--- src/rtl/ret_stack.sv ---
// Return-address stack: call/interrupt push, pop, same-cycle replace, sticky ovf/unf, optional wrap.
// Updates on clk and is visible the next cycle. There is no backpressure; full/empty/ovf/unf report misuse.
module ret_stack #(
    parameter int AW    = 10,
    parameter int DEPTH = 16,
    parameter int WRAP  = 0
) (
    input  logic                       clk,
    input  logic                       reset,
    input  logic                       push,
    input  logic                       push_intr,
    input  logic                       pop,
    input  logic [AW-1:0]              dato,
    input  logic                       err_clr,
    output logic [AW-1:0]              top,
    output logic                       top_intr,
    output logic [$clog2(DEPTH+1)-1:0] count,
    output logic                       empty,
    output logic                       full,
    output logic                       ovf,
    output logic                       unf
);
    localparam int SW = $clog2(DEPTH);
    localparam int CW = $clog2(DEPTH + 1);

    logic [AW:0]    mem [DEPTH];
    logic [SW-1:0]  sp;
    logic [AW:0]    wr_val;
    logic [SW-1:0]  wr_idx;
    logic           p;
    logic           do_repl;
    logic           do_push;
    logic           do_pop;
    logic           ovf_set;
    logic           unf_set;

    assign p      = push | push_intr;
    // Interrupt entries keep the interrupted PC; calls store the return address.
    assign wr_val = push_intr ? {1'b1, dato} : {1'b0, dato + AW'(1)};

    // A push+pop on an empty stack falls through to a plain push.
    assign do_repl = p & pop & ~empty;
    assign do_push = p & ~do_repl & (~full | (WRAP != 0));
    assign do_pop  = ~p & pop & ~empty;
    assign ovf_set = p & ~pop & full;
    assign unf_set = ~p & pop & empty;
    assign wr_idx  = do_repl ? sp : sp + SW'(1);

    assign empty    = (count == '0);
    assign full     = (count == CW'(DEPTH));
    assign top      = empty ? '0 : mem[sp][AW-1:0];
    assign top_intr = empty ? 1'b0 : mem[sp][AW];

    always_ff @(posedge clk) begin
        if (do_repl | do_push)
            mem[wr_idx] <= wr_val;
    end

    always_ff @(posedge clk or posedge reset) begin
        if (reset) begin
            sp    <= '0;
            count <= '0;
            ovf   <= 1'b0;
            unf   <= 1'b0;
        end else begin
            if (do_push)
                sp <= sp + SW'(1);
            else if (do_pop)
                sp <= sp - SW'(1);

            if (do_push & ~full)
                count <= count + CW'(1);
            else if (do_pop)
                count <= count - CW'(1);

            // Set wins over a simultaneous clear.
            ovf <= ovf_set | (ovf & ~err_clr);
            unf <= unf_set | (unf & ~err_clr);
        end
    end
endmodule

--- config.mk ---
export PLATFORM = sky130hd
export DESIGN_NAME = ret_stack
export DESIGN_NICKNAME = d
export VERILOG_FILES = /design/src/rtl/ret_stack.sv
export SDC_FILE = /design/constraint.sdc
export NUM_CORES = 1
export LEC_CHECK = 0
export CAP_MARGIN = 20
export CORE_MARGIN = 2
export CORE_UTILIZATION = 60
export CTS_CLUSTER_SIZE = 12
export DETAILED_ROUTE_END_ITERATION = 8
export DONT_BUFFER_PORTS = 1
export HOLD_SLACK_MARGIN = 0.12
export PLACE_DENSITY = 0.76
export SYNTH_ARGS = -nofsm -noshare
export SYNTH_HDL_FRONTEND = slang
export SYNTH_SLANG_ARGS = --single-unit
--- constraint.sdc ---
create_clock -name clk -period 5.2 [get_ports clk]
set_input_delay 0.78 -clock clk [delete_from_list [all_inputs] [get_ports clk]]
set_output_delay 0.78 -clock clk [all_outputs]
set_load 0.005 [all_outputs]
==> results of run 1 <==
[power by group through the flow]
stage,clock network (mW),registers (mW),logic (mW)
after floorplan,0,2.09,1.29
after global placement,0,2.29,1.52
after detailed placement,0,2.31,1.57
after CTS,1.26,2.28,1.58
after global routing,1.31,2.32,1.70
final,1.24,2.26,1.58
[flip-flops by register name, indices dropped and copies added (netlist names)]
signal,cells
unf,1
ovf,1
count,5
mem,176
sp,4
[stage by stage]
stage / utilization (%) / area [µm²] / hold slack [ps] / power [mW]
finish: 69.6 / 8890 / 245 / 5.08
global placement: 64.7 / 8270 / 505 / 3.80
CTS: 69.3 / 8850 / 235 / 5.11
detailed placement: 64.8 / 8280 / 513 / 3.87
floorplan: - / 7920 / 478 / 3.38
global route: 69.6 / 8890 / 269 / 5.33
[placed cells by master (no fill, tap or decap), types with 2 or more instances in the layout]
master,count
xnor2_1,7
a31oi_1,4
a22oi_1,18
clkbuf_16,17
buf_4,23
mux2i_1,7
nor2_1,8
nor4_2,14
o211ai_4,2
a211oi_2,2
nand2_1,10
a2111oi_0,2
ha_1,6
a211oi_1,2
clkinvlp_4,2
o21ai_0,5
and3_1,3
clkinv_2,6
inv_1,7
xor2_1,6
mux2_4,3
clkinv_1,2
a21o_1,4
clkbuf_8,4
nand3_1,6
nor2b_1,2
mux4_2,44
nor3_1,3
dfrtp_1,9
edfxtp_1,176
mux2_2,3
a21oi_1,16
xnor2_2,2
or3_1,3
[worst paths after layout]
| path | startpoint | end | slack [ps] |
|---|---|---|---|
| worst max-delay path | sp[0]$_DFFE_PP0P_ | mem[7][5]$_DFFE_PP_ | 1630 |
| worst min-delay path | reset | count[0]$_DFFE_PP0P_ | 240 |
| worst max register to register | sp[0]$_DFFE_PP0P_ | mem[7][5]$_DFFE_PP_ | 1630 |
| worst min register to register | unf$_DFF_PP0_ | unf$_DFF_PP0_ | 520 |
| max in group asynchronous | reset | sp[0]$_DFFE_PP0P_ | 4600 |
| min in group clk | push_intr | mem[2][10]$_DFFE_PP_ | 450 |
[Yosys cell counts, types with 4 or more instances]
| cell | instances | share of area (%) |
|---|---|---|
| a22oi_1 | 18 | 1.7 |
| clkbuf_1 | 11 | 0.52 |
| a21o_1 | 4 | 0.38 |
| o21ai_0 | 5 | 0.32 |
| nand3_1 | 6 | 0.38 |
| edfxtp_1 | 176 | 67 |
| mux4_2 | 44 | 13 |
| nand2_1 | 10 | 0.47 |
| nor2_1 | 8 | 0.38 |
| inv_1 | 7 | 0.33 |
| dfrtp_1 | 11 | 3.5 |
| buf_2 | 6 | 0.38 |
| a21oi_1 | 16 | 1.0 |
| a211oi_1 | 4 | 0.38 |
| xor2_1 | 6 | 0.66 |
| a31oi_1 | 4 | 0.32 |
| xnor2_1 | 9 | 1.0 |
| nor4_1 | 14 | 1.1 |
| ha_1 | 6 | 0.95 |
| mux2i_1 | 7 | 0.88 |
[metal layers]
metal	wire [µm]	track usage [%]	vias to the layer above
met5	0	0	-
met4	273	9.15	0
li1	-	-	1796
met1	6800	36.3	2109
met3	1260	5.51	23
met2	7590	36.7	190
[logic make-up after synthesis]
group | count (synthesis)
buffers and inverters | 31
AND/OR/NAND/NOR | 60
flip-flops | 187
XOR/XNOR | 15
multiplexers | 57
adder cells (fa/ha/maj) | 7
AO/OA/AOI/OAI | 66
[area by class of cell]
| class | instances | share of cell area (%) |
|---|---|---|
| Inverter | 9 | 0.380 |
| Timing Repair Buffer | 23 | 1.94 |
| Clock buffer | 21 | 5.40 |
| Multi-Input combinational cell | 205 | 26.2 |
| Sequential cell | 187 | 62.6 |
| Clock inverter | 11 | 1.04 |
| Tap cell | 172 | 2.42 |
==> results.md, run 1 <==
- Outcome: finished clean
- DR iter-0 viols: 418
- Routed Wire Length: ~16,000 µm
- Final setup viols: 0
- Initial Utilization: 62.0%
- GPL Wtd Cong: roughly 0.9
- Routed vias/inst: around 6.6
- Largest family of logic cells by synthesized area: multiplexers
- Synth Warn #: 0
- Hold Buf Count CTS: 0
- Simple-gate share of the synthesized area: 4.42%
- FP Rows: 41
- Synthesized flop and latch total: 187
- Mux cell area share after synthesis: between 10 and 15%
- Max Slew Vio Count: 0
- I/O Buffers: 0
- Antenna fix cells: 0
- Post-Syn Area: 0.00792 mm²
- Crit path cell chain: inv_1, ha_1, and3_1, a31oi_1, a211oi_2
- Chip Width: 119 µm
- Pre-CTS setup slack: around 1500 ps
- Crit path required time: approximately 5300 ps
- Vias in the first global route: about 4.2k
- Bufs and invs on worst path: 1
- Clock Tree Root: clkbuf_16
- Slew headroom: 32.5%
- Routed len/inst: ~25 µm
- Post-synthesis compound-gate area fraction: 6.38%
- Setup tns final: 0 ps
- Cells on worst reg2reg path: 5
- Post-cts resize count: 0
- Drt drc: 0
- EDFF count, synth: ~180
- Area grow syn2layout: 12.3%
- Min Clock Period, post-route: 3570 ps
- Seq. cell area: approximately 0.0056 mm²
- CORE AREA: between 0.01 and 0.015 mm²
- Crit Path Max Fanout: 52
- Dpl cells: 592
- Syn Inst Count: between 400 and 500
- Filler cells: 788
- Final Non-Filler Cells: between 600 and 700
- Multi-input logic area: 0.00233 mm²
- Final antenna-violating net count: 0
- Final WS setup: 1630 ps
- DR vias: around 4.1k
- Ports: 36
- Die H: 119 µm
- Initial antenna violation count: 0
- CP Launch Type: flop
- Worst path max stage delay: 1050 ps
- Synth Area in Adders: 1.20%
- Register area share after synthesis: between 70% and 80%
- Sw Pwr: between 1.5 and 2 mW
- VDD IR max: between 0.3 and 0.4 mV
- Clk_lat worst skew: about 430 ps
- Drt pass-1 iters: 5
- Asr flop ratio synth: roughly 5.9%
- Crit path arrival time: 3620 ps
- Syn nets: ~450
- All-Layer GR Usage: 24.6%
- P per Cell Area: 572 mW/mm²
- Leak: 2.91 nW
- Clk slew on worst S/H paths: 70 ps
- Delay-heaviest family, CP: compound AO/OA/AOI/OAI gates
- CTS sink cnt: 187
- # Max-Cap Violations: 0
- Critical path type: flop to flop
- Die area: 0.0141 mm²
- XOR/XNOR share of the synthesized area: 1.66%
- Seq pwr share: 44.5%
- Crit end category: flop
- Layout Skew: 5.28 ps
- Setup bufs post-CTS: 0
- Clock tree buffer depth: 2
- RSZ-0062 raised after global routing: no
- WP depth: 5
- Part of the cycle the worst path needs: 68.7%
- Switching part of the total: 33.2%
- Gate power share: approximately 31%
- Actual slew at the worst max-slew pin: approximately 1000 ps
- Layout cells sized above 1: slightly below 30%
- Unique masters post-synth: 54
- Largest net degree at the start of global routing: 53
- P_int: 3.40 mW
- Ys flop type: edfxtp_1
- First-pass GRT wire length: 24,800 µm
- Synthesized area per cell: 18.7 µm²
- Overflow after GRT: 0
- CTS tree: built
- # nets final: 466
- Worst hold path class: input pin to asynchronous set/reset pin
- Clock share of power: 24.3%
- CTS H-tree depth: 4
- Final hold vios: 0
- Cts bufs inserted: 17
- Slowest-stage cell, CP: dfrtp_4
- Final HPWL from detailed placement: 10,100 µm
- Max Clock Freq: ~0.28 GHz
No activity file was read; power rests on OpenSTA's default activity.
==> run 2: changes to the inputs <==
--- a/config.mk
+++ b/config.mk
@@ -7,12 +7,12 @@
 export LEC_CHECK = 0
 export CAP_MARGIN = 20
 export CORE_MARGIN = 2
-export CORE_UTILIZATION = 60
+export CORE_UTILIZATION = 57
 export CTS_CLUSTER_SIZE = 12
 export DETAILED_ROUTE_END_ITERATION = 8
 export DONT_BUFFER_PORTS = 1
 export HOLD_SLACK_MARGIN = 0.12
-export PLACE_DENSITY = 0.76
+export PLACE_DENSITY = 0.75
 export SYNTH_ARGS = -nofsm -noshare
 export SYNTH_HDL_FRONTEND = slang
 export SYNTH_SLANG_ARGS = --single-unit
==> constraint.sdc (replaced) <==
create_clock -name clk -period 3.15 [get_ports clk]
set_input_delay 0.4725 -clock clk [delete_from_list [all_inputs] [get_ports clk]]
set_output_delay 0.4725 -clock clk [all_outputs]
set_load 0.005 [all_outputs]
==> run 2 against run 1 <==
Net effect:
- clock-buffer cell count fell by 3
- clock power is 53% higher
- register-to-register slack got worse by 1400 ps
- global-route usage fell by 1.0 points
- first-iteration DRC count grew 7.2%
- combinational power rose by 89%
- critical path type is now flop to output pin
==> results.md, run 2 (synthesis gave the netlist of run 1 again) <==
- Setup bufs post-CTS: 0 (unchanged)
- Layout Skew: 11.8 ps (+6.54 ps)
- Worst R2R Setup Slack: 260 ps (-1370 ps)
- Drt pass-1 iters: 5 (unchanged)
- Critical path type: flop to output pin
- Vias in the first global route: 4,240 (+1.0%)
- Worst path max stage delay: 590 ps (-460 ps)
- DR iter-0 viols: 448 (+7.2%)
- Metal-1 WL: 6720 µm (-1.3%)
- Uppermost layer routed: met4
- Clock Tree Root: clkbuf_16
- Routed vias/inst: 6.33 (-3.5%)
- P per Cell Area: 932 mW/mm² (+63%)
- Slew headroom: 23.7% (-8.7 points)
- Routed len/inst: 24.7 µm (-2.7%)
- Overflow after GRT: 0 (unchanged)
- Min-delay src: push_intr
- Reg-to-Reg Start: count[0]$_DFFE_PP0P_
- Max Slew Vio Count: 0 (unchanged)
- Antenna fix cells: 0 (unchanged)
- Clk slew on worst S/H paths: 70 ps (about the same)
- Actual slew at the worst max-slew pin: 1140 ps (+124 ps)
- Worst Setup SP: sp[0]$_DFFE_PP0P_
- Clock tree buffer depth: 2 (unchanged)
- Die H: 122 µm (+2.5%)
- Power Total: 8.35 mW (+64%)
- Drt drc: 0 (unchanged)
- Final Cell Area: 0.00896 mm² (+0.77%)
- Cells on worst reg2reg path: 7 (+2)
- Filler cells: 956 (+21%)
- First-pass GRT wire length: 24,900 µm (+0.31%)
- Initial Utilization: 57.7% (-4.3 points)
- Area grow syn2layout: 13.2%
- Final setup viols: 0 (unchanged)
- Crit end category: output pin
- CTS tree: built
- Ports: 36 (unchanged)
- VDD IR max: 0.562 mV (+49%)
- # nets final: 480 (+3.0%)
- Met3 routed WL: 1120 µm (-11%)
- CP Launch Type: flop
- WHS Endpoint: mem[11][10]$_DFFE_PP_
- Largest net degree at the start of global routing: 43 (-19%)
- Die area: 0.0148 mm² (+5.1%)
- I/O Buffers: 0 (unchanged)
- CTS H-tree depth: 4 (unchanged)
- GPL Wtd Cong: 0.867 (-2.0%)
- Chip Width: 122 µm (+2.5%)
- Crit path cell chain: buf_6, mux4_2, mux2_2, o21ai_0, a21oi_1
- Most flop-heavy register: mem
- Clk_lat worst skew: 430 ps (about the same)
- DR vias: 4,115 (-0.073%)
- Worst hold path class: input pin to flop
- CORE AREA: 0.0137 mm² (+7.4%)
- FP Rows: 43 (+4.9%)
- Crit path required time: 2680 ps (-2570 ps)
- Final HPWL from detailed placement: 10,300 µm (+2.5%)
- Setup tns final: 0 ps (unchanged)
- Leak: 2.94 nW (+1.1%)
- Bufs and invs on worst path: 1 (unchanged)
- Min Clock Period, post-route: 2900 ps
- Delay-heaviest family, CP: multiplexers
- Crit path arrival time: 2430 ps (-1190 ps)
- CTS sink cnt: 187 (unchanged)
- Slowest-stage cell, CP: mux4_2
- Layout cells sized above 1: 30.9% (+1.5 points)
- All-Layer GR Usage: 23.6% (-1.0 points)
- Part of the cycle the worst path needs: 92.1%
- Post-DP Area: 0.00840 mm² (+1.5%)
- WL met2: 7970 µm (+5.0%)
- Regs by FF count: mem x176, count x5, sp x4
- Cts bufs inserted: 17 (unchanged)
- RSZ-0062 raised after global routing: no
- FF-to-FF End: count[4]$_DFFE_PP0P_
- Max Clock Freq: 0.345 GHz
- Initial antenna violation count: 0 (unchanged)
- Outcome: finished clean
- Routed Wire Length: 16,000 µm (+0.67%)
- Final hold vios: 0 (unchanged)
- Final antenna-violating net count: 0 (unchanged)
- Max FFs per register: 176 (unchanged)
- Hold depth: 0
- Most common cell after layout, fill and taps aside: edfxtp_1
- Crit Path Max Fanout: 39 (-25%)
- Most frequent cells in the layout: edfxtp_1, mux4_2, buf_4
- # Max-Cap Violations: 0 (unchanged)
[run 2: how the worst max path moves through the flow]
stage	slack [ps]	cells past startpoint	endpoint
6_report	250	5	top_intr
5_1_grt	50	7	count[4]$_DFFE_PP0P_
4_1_cts	6	5	top[7]
3_5_place_dp	250	7	count[4]$_DFFE_PP0P_
3_3_place_gp	360	7	count[4]$_DFFE_PP0P_
2_1_floorplan	-50	8	mem[12][0]$_DFFE_PP_
[run 2: worst reg2reg max path, stage by stage (launching register included)]
cell	delay, ps
dfrtp_1	510
o41ai_2	680
o211ai_4	170
fa_1	440
a21o_1	190
a211oi_1	280
mux2i_1	120
or3_1	380
[run 2: final cells by class]
type,instances,area (µm²),share of cell area (%)
sequential,187,5560,62.1
multi-input combinational,205,2330,26.0
clock buffer,18,429,4.79
timing repair buffer,37,284,3.17
tap,180,225,2.51
clock inverter,14,101,1.13
inverter,9,33.8,0.377
[run 2: report_power, final]
group	total, mW	internal [mW]	switching (mW)
combinational	2.98	1.27	1.71
sequential	3.47	3.26	0.208
clock	1.90	1.01	0.890
[run 2: repair_timing]
action / in CTS / in global routing
endpoints found under the setup margin: 0 / 5
resized for setup: 0 / 1
hold endpoints to repair: 11 / 0
hold buffers: 1 / 0
[run 2: stage by stage]
step / worst slack [ps] / utilization, % / hold WS, ps / cells
floorplan: -53.1 / - / 325 / 423
global placement: 359 / 61.1 / 385 / 613
detailed placement: 250 / 61.2 / 390 / 615
CTS: 6.03 / 65.1 / 126 / 648
global route: 54.9 / 65.3 / 124 / 650
finish: 250 / 65.3 / 153 / 650
[run 2: layer usage]
metal	track usage [%]	vias up
met5	0	-
met4	8.19	0
met3	5.29	16
met2	36.9	148
met1	33.3	2130
li1	-	1821
==> run 3: changes to the inputs <==
--- a/config.mk
+++ b/config.mk
@@ -6,13 +6,15 @@
 export NUM_CORES = 1
 export LEC_CHECK = 0
 export CAP_MARGIN = 20
+export CELL_PAD_IN_SITES_DETAIL_PLACEMENT = 1
+export CELL_PAD_IN_SITES_GLOBAL_PLACEMENT = 2
 export CORE_MARGIN = 2
-export CORE_UTILIZATION = 57
+export CORE_UTILIZATION = 44
 export CTS_CLUSTER_SIZE = 12
 export DETAILED_ROUTE_END_ITERATION = 8
 export DONT_BUFFER_PORTS = 1
 export HOLD_SLACK_MARGIN = 0.12
-export PLACE_DENSITY = 0.75
+export PLACE_DENSITY_LB_ADDON = 0.1
 export SYNTH_ARGS = -nofsm -noshare
 export SYNTH_HDL_FRONTEND = slang
 export SYNTH_SLANG_ARGS = --single-unit
==> run 3 against run 2 <==
Net effect:
- wire length is 15% higher
- combinational power hardly changed
- first-iteration DRC count is 33% lower
- sequential power is 3% higher
- global-route usage is 3.1 points lower
- critical path type unchanged
- critical endpoint is now top[7]
==> results.md, run 3 (synthesis gave the netlist of run 1 again) <==
- Leak: 2.98 nW (+1.1%)
- Final HPWL from detailed placement: 11,900 µm (+15%)
- DR iter-0 viols: 301 (-33%)
- CTS H-tree depth: 4 (unchanged)
- Part of the cycle the worst path needs: 95.3% (+3.3 points)
- Max Clock Freq: 0.333 GHz (-3.4%)
- Die H: 138 µm (+13%)
- Most frequent cells in the layout: edfxtp_1, mux4_2, buf_4
- # Max-Cap Violations: 0 (unchanged)
- Outcome: finished clean
- Most flop-heavy register: mem
- Routed Wire Length: 18,400 µm (+15%)
- Layout Skew: 6.16 ps (-5.67 ps)
- VDD IR max: 0.457 mV (-19%)
- CTS sink cnt: 187 (unchanged)
- Final Non-Filler Cells: 705 (+8.5%)
- Clk_lat worst skew: 430 ps (about the same)
- Max FFs per register: 176 (unchanged)
- Slew headroom: 27.0% (+3.3 points)
- Final antenna-violating net count: 0 (unchanged)
- Largest net degree at the start of global routing: 25 (-42%)
- Overflow after GRT: 0 (unchanged)
- Final Cell Area: 0.00910 mm² (+1.5%)
- Antenna fix cells: 0 (unchanged)
- Seq. cell area: 0.00557 mm² (about the same)
- DR vias: 4,249 (+3.3%)
- Drt pass-1 iters: 4 (-1)
- Ports: 36 (unchanged)
- Layout cells sized above 1: 30.9% (+0.031 points)
- Clock Tree Root: clkbuf_16
- P per Cell Area: 943 mW/mm² (+1.3%)
- Worst hold slack: 225 ps (+71.7 ps)
- Max Slew Vio Count: 0 (unchanged)
- I/O Buffers: 0 (unchanged)
- Most common cell after layout, fill and taps aside: edfxtp_1
- Crit Path Max Fanout: 19 (-51%)
- Initial Utilization: 44.5% (-13 points)
- Crit path required time: 2680 ps (about the same)
- Routed len/inst: 26.1 µm (+5.6%)
- FP Rows: 49 (+14%)
- All-Layer GR Usage: 20.5% (-3.1 points)
- Filler cells: 1,643 (+72%)
- Clk slew on worst S/H paths: 70 ps (about the same)
- Area grow syn2layout: 14.9%
- Cts bufs inserted: 17 (unchanged)
- Routed vias/inst: 6.03 (-4.8%)
- Final hold vios: 0 (unchanged)
- RSZ-0062 raised after global routing: no
- Crit path arrival time: 2530 ps (+100 ps)
- CTS tree: built
- Regs by FF count: mem x176, count x5, sp x4
- Vias in the first global route: 4,635 (+9.3%)
- Setup tns final: 0 ps (unchanged)
- # nets final: 486 (+1.3%)
- Crit end category: output pin
- Util after Layout: 51.2% (-14 points)
- Die area: 0.0191 mm² (+29%)
- Dpl cells: 669 (+8.8%)
- Min Clock Period, post-route: 3000 ps (+103 ps)
- Critical path type: flop to output pin
- Drt drc: 0 (unchanged)
- Actual slew at the worst max-slew pin: 1090 ps (-48.4 ps)
- Worst hold path class: input pin to flop
- Initial antenna violation count: 0 (unchanged)
- First-pass GRT wire length: 28,800 µm (+16%)
- Post-DP Area: 0.00850 mm² (+1.2%)
- Chip Width: 138 µm (+13%)
- Final setup viols: 0 (unchanged)
- CORE AREA: 0.0178 mm² (+30%)
- CP Launch Type: flop
- Clock tree buffer depth: 2 (unchanged)
- GPL Wtd Cong: 0.808 (-6.8%)
- Multi-input logic area: 0.00233 mm² (unchanged)
run 3: stage by stage:
step	setup WS, ps	total power, mW
final	147	8.59
after global routing	13.8	9.05
after CTS	56.7	8.67
after detailed placement	406	6.67
after global placement	425	6.57
after floorplan	-53.1	5.61
run 3: layout make-up:
type | count | area share (%)
clock buffers | 18 | 4.72
clock inverters | 14 | 1.32
well taps | 229 | 3.15
multi-input cells | 205 | 25.6
flip-flops and latches | 187 | 61.2
inverters | 9 | 0.412
repair buffers | 43 | 3.67
run 3: per-layer routing:
layer  GRT usage [%]  share of wire [%]  vias to the layer above  wire [µm]
li1                -                  -                     1837          -
met1            27.8                 44                     2273       8000
met3            4.02                5.0                       28        923
met4            7.36                2.1                        0        391
met2            33.5                 49                      111       9050
met5               0                  0                        -          0
run 3: final timing paths:
kind	startpoint	to	slack (ps)	cells past startpoint
max in group asynchronous	reset	sp[0]$_DFFE_PP0P_	2280	2
worst min register to register	ovf$_DFF_PP0_	ovf$_DFF_PP0_	540	1
worst max-delay path	sp[0]$_DFFE_PP0P_	top[7]	150	5
worst min-delay path	err_clr	unf$_DFF_PP0_	220	2
min in group asynchronous	reset	sp[3]$_DFFE_PP0P_	500	2
worst max register to register	count[4]$_DFFE_PP0P_	mem[14][6]$_DFFE_PP_	410	5
run 3: worst max-delay path: stages, from the launching register on:
cell and delay (ps):
dfrtp_4 650, buf_4 300, mux4_2 520, mux2_2 280, o21ai_0 220, a21oi_1 100
run 3: what timing repair did:
item / CTS / global route
setup endpoints to repair: 0 / 9
hold endpoints to repair: 20 / 7
gates resized for setup: 0 / 2
buffers inserted: 0 / 0
hold buffers: 2 / 1
run 3: power by group:
| part | internal, mW | leakage, nW | total, mW | switching (mW) |
|---|---|---|---|---|
| clock | 1.09 | 0.261 | 2.01 | 0.925 |
| sequential | 3.26 | 1.72 | 3.56 | 0.298 |
| combinational | 1.29 | 0.991 | 3.01 | 1.72 |
